File: config.mk
export PLATFORM = sky130hd
export DESIGN_NAME = victim_mem_arbiter
export DESIGN_NICKNAME = d
export VERILOG_FILES = /design/src/rtl/victim_cache_pkg.sv /design/src/rtl/mux2_1.sv /design/src/rtl/rr_arb2.sv /design/src/rtl/victim_mem_arbiter.sv
export SDC_FILE = /design/constraint.sdc
export NUM_CORES = 1
export LEC_CHECK = 0
export CORE_MARGIN = 2
export CORE_UTILIZATION = 33
export DETAILED_ROUTE_END_ITERATION = 16
export PLACE_DENSITY = 0.67
export SYNTH_ARGS = -nofsm -noshare
export SYNTH_HDL_FRONTEND = slang
export SYNTH_HIERARCHICAL = 1
export SYNTH_SLANG_ARGS = --single-unit
File: constraint.sdc
create_clock -name clk -period 17.73 [get_ports clk]
set_input_delay 2.6595 -clock clk [delete_from_list [all_inputs] [get_ports clk]]
set_output_delay 2.6595 -clock clk [all_outputs]
set_load 0.01 [all_outputs]
File: src/rtl/victim_cache_pkg.sv
// Shared types for the victim-cache memory-side logic.
// Covers the arbiter FSM states and the requester identifiers.
package victim_cache_pkg;

   typedef enum logic [1:0] {
      IDLE,
      WAIT,
      DONE
   } arb_state_t;

   typedef logic req_id_t;

   localparam req_id_t REQ_L1     = 1'b0;
   localparam req_id_t REQ_VICTIM = 1'b1;

endpackage

File: src/rtl/mux2_1.sv
// Single-bit 2:1 multiplexer used to build the request-side command muxes.
// s=0 selects a, s=1 selects b.
module mux2_1 (
   input  logic a,
   input  logic b,
   input  logic s,
   output logic y
);

   assign y = s ? b : a;

endmodule

File: src/rtl/rr_arb2.sv
// Two-way round-robin pick.
// On a tie, the requester that was not served last wins.
module rr_arb2
   import victim_cache_pkg::*;
(
   input  logic    req0,
   input  logic    req1,
   input  req_id_t last,
   output logic    valid,
   output req_id_t id
);

   always_comb begin
      valid = req0 | req1;
      if (req0 && req1) begin
         id = ~last;
      end else if (req1) begin
         id = REQ_VICTIM;
      end else begin
         id = REQ_L1;
      end
   end

endmodule

File: src/rtl/victim_mem_arbiter.sv
// Shares one lower-level memory port between the L1 fill path (req0) and the
// victim writeback path (req1), one transaction at a time, with a wait timeout.
module victim_mem_arbiter
   import victim_cache_pkg::*;
#(
   parameter int ADDR_W  = 32,
   parameter int DATA_W  = 32,
   parameter int TIMEOUT = 255
) (
   input  logic              clk,
   input  logic              reset,
   input  logic              req0,
   input  logic              req1,
   input  logic              we0,
   input  logic              we1,
   input  logic [ADDR_W-1:0] addr0,
   input  logic [ADDR_W-1:0] addr1,
   input  logic [DATA_W-1:0] wdata0,
   input  logic [DATA_W-1:0] wdata1,
   output logic              ack0,
   output logic              ack1,
   output logic              err,
   output logic [DATA_W-1:0] rdata,
   output logic              sel,
   output logic              mem_req,
   output logic              mem_we,
   output logic [ADDR_W-1:0] mem_addr,
   output logic [DATA_W-1:0] mem_wdata,
   input  logic              mem_ack,
   input  logic [DATA_W-1:0] mem_rdata
);

   localparam int CNT_W = $clog2(TIMEOUT + 1);
   localparam int CMD_W = 1 + ADDR_W + DATA_W;

   arb_state_t       state;
   arb_state_t       next_state;
   req_id_t          last;
   req_id_t          grant_id;
   logic             grant_valid;
   logic [CNT_W-1:0] cnt;
   logic             timeout_hit;
   logic [CMD_W-1:0] cmd0;
   logic [CMD_W-1:0] cmd1;
   logic [CMD_W-1:0] cmd_win;

   rr_arb2 u_arb (
      .req0  (req0),
      .req1  (req1),
      .last  (last),
      .valid (grant_valid),
      .id    (grant_id)
   );

   assign cmd0 = {we0, addr0, wdata0};
   assign cmd1 = {we1, addr1, wdata1};

   for (genvar i = 0; i < CMD_W; i++) begin : g_cmd_mux
      mux2_1 u_mux (
         .a (cmd0[i]),
         .b (cmd1[i]),
         .s (grant_id),
         .y (cmd_win[i])
      );
   end

   // A completing mem_ack in the last allowed cycle beats the timeout.
   assign timeout_hit = !mem_ack && (cnt == CNT_W'(TIMEOUT - 1));

   always_ff @(posedge clk or posedge reset) begin
      if (reset) begin
         state <= IDLE;
      end else begin
         state <= next_state;
      end
   end

   always_comb begin
      // NOTE: default assigned first so no path through the case leaves next_state unassigned (no latch).
      next_state = state;
      case (state)
         IDLE:    if (grant_valid) next_state = WAIT;
         WAIT:    if (mem_ack || timeout_hit) next_state = DONE;
         DONE:    next_state = IDLE;
         default: next_state = IDLE;
      endcase
   end

   always_comb begin
      ack0 = 1'b0;
      ack1 = 1'b0;
      if (state == DONE) begin
         ack0 = (sel == REQ_L1);
         ack1 = (sel == REQ_VICTIM);
      end
   end

   // NOTE: non-blocking assignments so every register here samples pre-edge values.
   always_ff @(posedge clk or posedge reset) begin
      if (reset) begin
         sel       <= REQ_L1;
         last      <= REQ_VICTIM;
         mem_req   <= 1'b0;
         mem_we    <= 1'b0;
         mem_addr  <= '0;
         mem_wdata <= '0;
         cnt       <= '0;
         rdata     <= '0;
         err       <= 1'b0;
      end else begin
         case (state)
            IDLE: begin
               if (grant_valid) begin
                  sel                            <= grant_id;
                  last                           <= grant_id;
                  {mem_we, mem_addr, mem_wdata}  <= cmd_win;
                  mem_req                        <= 1'b1;
                  cnt                            <= '0;
               end
            end
            WAIT: begin
               if (mem_ack) begin
                  rdata   <= mem_rdata;
                  err     <= 1'b0;
                  mem_req <= 1'b0;
               end else begin
                  cnt <= cnt + CNT_W'(1);
                  if (timeout_hit) begin
                     rdata   <= '0;
                     err     <= 1'b1;
                     mem_req <= 1'b0;
                  end
               end
            end
            default: ;
         endcase
      end
   end

endmodule
# Word-level counts from Yosys, hierarchy flattened
# Index checks and enable logic that the tools add are counted.
[word_totals] regBits=111 input_bits=167 output_inout_bits=102 word_cells=116
[op_classes] add_sub_neg=1 eq_ne=7 mux=83 bitwise=3 n_reduce_logical=12
[op_table] op="$mux 1" n=74
[op_table] op="$mux 32" n=2
[op_table] op="$mux 8" n=2
[op_table] op="$pmux 8 s2" n=1
[op_table] op="$add 8x1->8 const B" n=1
[op_table] op="$eq 8x8->1 const B" n=1
[op_table] op="$ne 2x2->1 const B" n=3
[op_table] op="$reduce_and 2->1" n=3
[op_table] op="$reduce_and 3->1" n=2
[op_table] op="$mux 2" n=2
[op_table] op="$pmux 2 s2" n=1
[op_table] op="$reduce_bool 2->1" n=2
[op_table] op="$ne 3x3->1 const B" n=1
[op_table] op="$eq 2x1->1 const B" n=1
[op_table] op="$eq 2x2->1 const B" n=1
[op_table] op="$logic_and 1x1->1" n=2
[op_table] op="$logic_not 2->1" n=1
[op_table] op="$not 1->1" n=2
[op_table] op="$pmux 1 s2" n=1
[op_table] op="$logic_not 1->1" n=1
[op_table] op="$logic_or 1x1->1" n=1
[op_table] op="$or 1x1->1" n=1

# Logic depth before layout (Yosys ltp)
[logic_depth] word_depth=5 mapped_depth=6 mapped_depth_nobuf=5

# By module
# Netlist, hierarchy kept.
[modules_own_cells] module="victim_mem_arbiter" n_inst=1 cells_each=489 area_each_um2=4591.9 seq_area_each_um2=2778.9
[modules_own_cells] module="mux2_1" n_inst=65 cells_each=1 area_each_um2=15.0 seq_area_each_um2=0.0
[modules_own_cells] module="rr_arb2" n_inst=1 cells_each=2 area_each_um2=13.8 seq_area_each_um2=0.0

# Worst setup path after synthesis
# Ideal clock, no wire load.
[synth_timing] path_type="input port to flip-flop" startpoint="input port req1" endpoint="register mem_wdata[1]" setup_time_ns=0.065 arrival_ns=8.348 required_ns=17.665 slack_ns=9.318 stages=4 n_path_buf=0 cell_sequence="a21boi_1 > mux2_4 > nand2_1 > nand2_1"
[synth_via] elab_chain_cells=3 elab_cells_between_ends=6 classes_between="mux (3); bitwise (1); reduce/logical (2)"
[synth_lines] element="start: declaration" line="victim_mem_arbiter.sv:13" rtl="input logic req1,"
[synth_lines] element="$mux 1 / $logic_and 1x1->1 (equally long branches)" line="rr_arb2.sv:17, rr_arb2.sv:15"
[synth_lines] element="$mux 1 (*)" line="rr_arb2.sv:15" rtl="if (req0 && req1) begin"
[synth_lines] element="$mux 1 (*)" line="mux2_1.sv:10" rtl="assign y = s ? b : a;"
[synth_lines] element="net cmd_win[1]" line="victim_mem_arbiter.sv:45" rtl="logic [CMD_W-1:0] cmd_win;"
[synth_lines] element="end signal: assignment" line="victim_mem_arbiter.sv:116" rtl="{mem_we, mem_addr, mem_wdata} <= cmd_win;"
[synth_lines] element="end: declaration" line="victim_mem_arbiter.sv:28" rtl="output logic [DATA_W-1:0] mem_wdata,"
# Mark *: on every way through the listed nets, which the timed path passes. The rest lies on a longest branch.
# A chain may end at the register's enable or synchronous reset.

# Final worst setup path
[layout_timing] startpoint="input port req1" endpoint="register mem_wdata[8]"
[layout_via] elab_chain_cells=3 elab_cells_between_ends=6 classes_between="mux (3); bitwise (1); reduce/logical (2)"
[layout_lines] element="$mux 1 / $logic_and 1x1->1 (equally long branches)" line="rr_arb2.sv:17, rr_arb2.sv:15"
[layout_lines] element="$mux 1 (*)" line="rr_arb2.sv:15"
[layout_lines] element="net grant_id" line="victim_mem_arbiter.sv:39" rtl="req_id_t grant_id;"
[layout_lines] element="$mux 1 (*)" line="mux2_1.sv:10"
[layout_lines] element="net cmd_win[8]" line="victim_mem_arbiter.sv:45"
# Marked as above.

==> flow_summary.toml <==
[clock_network]
cts_inserted_buffers = 9
cts_tree = "yes"
clk_pin_slew_ps = 70
cts_resized = 0
cts.root.buffer_cell = "clkbuf_16"
cts-hold-fix-buffers = 0
clockBufferDepth = 2
clkSinkCount = 111
clock_latency_ps = 360
post-cts-setup-buffers = 0
htree_num_levels = 3

[layout]
syn2layout_area_growth_pct = 57.50
fin_cells = 1036
nets = 980
n_fill_cell = 1547
antenna_cells = 0
drive_above_1_share_pct = 11.76

[synthesis]
synth_cell_type_count = 34
yosys_warnings = 6
synth_edf_count = 0
syn_avg_cell_area_um2 = 10.04
synth-seq-cells = 111
synth_ff_type = "dfrtp_1"
synth_seq_area_share_pct = 49.79
postSynthCellCount = 556
synth_nets = 725
ys_async_sr_fraction_pct = 100.0
synth_area_um2 = 5582

[grt]
grt_util_met2_pct = 31.14
grt_use_met3_pct = 7.029
grt_use_met1_pct = 22.40
busiest_layer = "met2"
grt_pass1_vias = 4874
antenna_found_initial = 0
grt_start_max_net_pins = 58
track_usage_pct = 18.75
grt_pass1_wl_mm = 26.47
overflow = 0

[place]
place_inst = 1020
port_buffers = 268
hpwlAfterDp_mm = 11.64
gp_congestion = 0.7514

[sta]
skew_ps = 8.788
rsz0062_at_grt = "false"
holdWs_ps = 473.7
fmax_ghz = 0.2052
slew_violations = 0
period_minus_slack_ps = 4873
hold_viol = 0
post-route-period-util_pct = 27.48
fin_setup_tns_ps = 0
slew_headroom_pct = 37.04
tightest_slew_ps = 944.5
setup_viol = 0

[power_and_ir_drop]
ir_drop_v = 0.00006562
p_leak_nw = 3.970
power_density_nw_per_um2 = 147.6

[die]
ios = 269
start_util_pct = 33.66
die_width_um = 134.1
die_area_um2 = 17970
rows = 47
die_y_um = 134.1
core_area_um2 = 16580

[worst_setup_path]
required_ps = 17970
rrSetupSlack_ps = 15280
cp-start-kind = "input pin"
crit_fanout = 51
end_kind = "flop"
critPathArrivalTime_ps = 5110
critPathKind = "in2reg"

[detailed_routing]
dr.pass1.iters = 4
drc = 0
drt-total-wl_mm = 16.47
vias = 4805
wl_per_cell_um = 15.89
ant_nets = 0
viasPerCell = 4.638
drt-initial-drc-count = 176

[status]
outcome = "finished, final reports clean"

[flow_run]
cap_violations = 0

[worst_hold_path]
hold_path_class = "reg2reg"
[critical path, stage by stage]
cell	delay, ps
clkdlybuf4s50_1	470
a21boi_4	620
buf_4	860
mux2_4	350
nand2_1	60
nand2_1	50
[synth_stat cells, drive strengths merged, types with 2 or more instances]
cell type,n,share of area (%)
nand3,4,0.36
a22oi,32,4.3
a21oi,6,0.54
nand2,202,14
or3b,2,0.36
clkbuf,13,0.90
dfrtp,110,49
mux2,65,17
inv,3,0.20
nor2,4,0.27
o21ai,38,3.4
nand2b,33,3.7
nand4bb,2,0.40
ha,2,0.45
nand4,2,0.22
or3,4,0.45
buf,19,1.7
nor3b,2,0.27
[cell usage in the layout, fill, tap and decap left out, types with 2 or more instances in the layout]
| cell | instances |
|---|---|
| buf_4 | 8 |
| nor2_1 | 4 |
| nand4bb_1 | 2 |
| a22oi_1 | 32 |
| clkbuf_16 | 9 |
| clkinv_4 | 3 |
| nand3_1 | 4 |
| a21oi_1 | 6 |
| ha_1 | 2 |
| or3_1 | 4 |
| nand4_1 | 2 |
| nand2_1 | 202 |
| dfrtp_1 | 110 |
| clkbuf_8 | 2 |
| inv_1 | 2 |
| nand2b_1 | 33 |
| mux2_4 | 65 |
| o21ai_1 | 2 |
| clkdlybuf4s50_1 | 268 |
| o21ai_0 | 36 |
[final cells by class]
| type | count | area (um^2) | share of cell area [%] |
|---|---|---|---|
| tap | 220 | 275.3 | 3.131 |
| multi-input combinational | 410 | 2663 | 30.29 |
| inverter | 3 | 13.76 | 0.1566 |
| sequential | 111 | 2779 | 31.61 |
| clock inverter | 5 | 65.06 | 0.7401 |
| timing repair buffer | 276 | 2743 | 31.20 |
| clock buffer | 11 | 252.7 | 2.875 |
[metal layers]
| metal | vias to the layer above | share of wire (%) |
|---|---|---|
| met2 | 181 | 48 |
| met3 | 19 | 9.4 |
| met5 | - | 0 |
| met4 | 0 | 1.9 |
| li1 | 2371 | - |
| met1 | 2234 | 41 |
[power breakdown]
group,internal (mW),switching [mW],leakage [nW]
combinational,0.342,0.288,2.48
clock,0.119,0.0980,0.156
sequential,0.372,0.0783,1.34
[cells by family after synthesis]
group	Yosys count	synth area share, %
simple gates	261	20.35
mux	65	17.48
fa+ha+maj	2	0.4483
buf+inv	35	2.802
compound gates	81	8.967
flops	111	49.79
xor+xnor	1	0.1569
[path summary, 6_finish.rpt]
check,from,to,cells after the start
worst max register to register,last,mem_wdata[8],5
worst min-delay path,mem_wdata[23],mem_wdata[23],2
worst min register to register,mem_wdata[23],mem_wdata[23],2
worst max-delay path,req1,mem_wdata[8],6
min in group asynchronous,reset,mem_wdata[14],2
max in group asynchronous,reset,mem_req,3
[state kept, by name (all words and copies together) (netlist names)]
signal	flops
mem_addr	32
mem_wdata	32
rdata	32
cnt	8
state	2
err	1
last	1
mem_req	1
mem_we	1
sel	1
[per-stage QoR]
stage          util (%)  cell area (um^2)  setup WS (ps)  power (mW)
2_1_floorplan         -              5582           9318      0.7678
5_1_grt           53.01              8791          12720       1.394
4_1_cts           53.01              8791          12830       1.315
3_3_place_gp      51.09              8473          12450       1.084
6_report          53.01              8791          12860       1.297
3_5_place_dp      51.09              8473          12440       1.091
No activity file was read; power rests on OpenSTA's default activity.
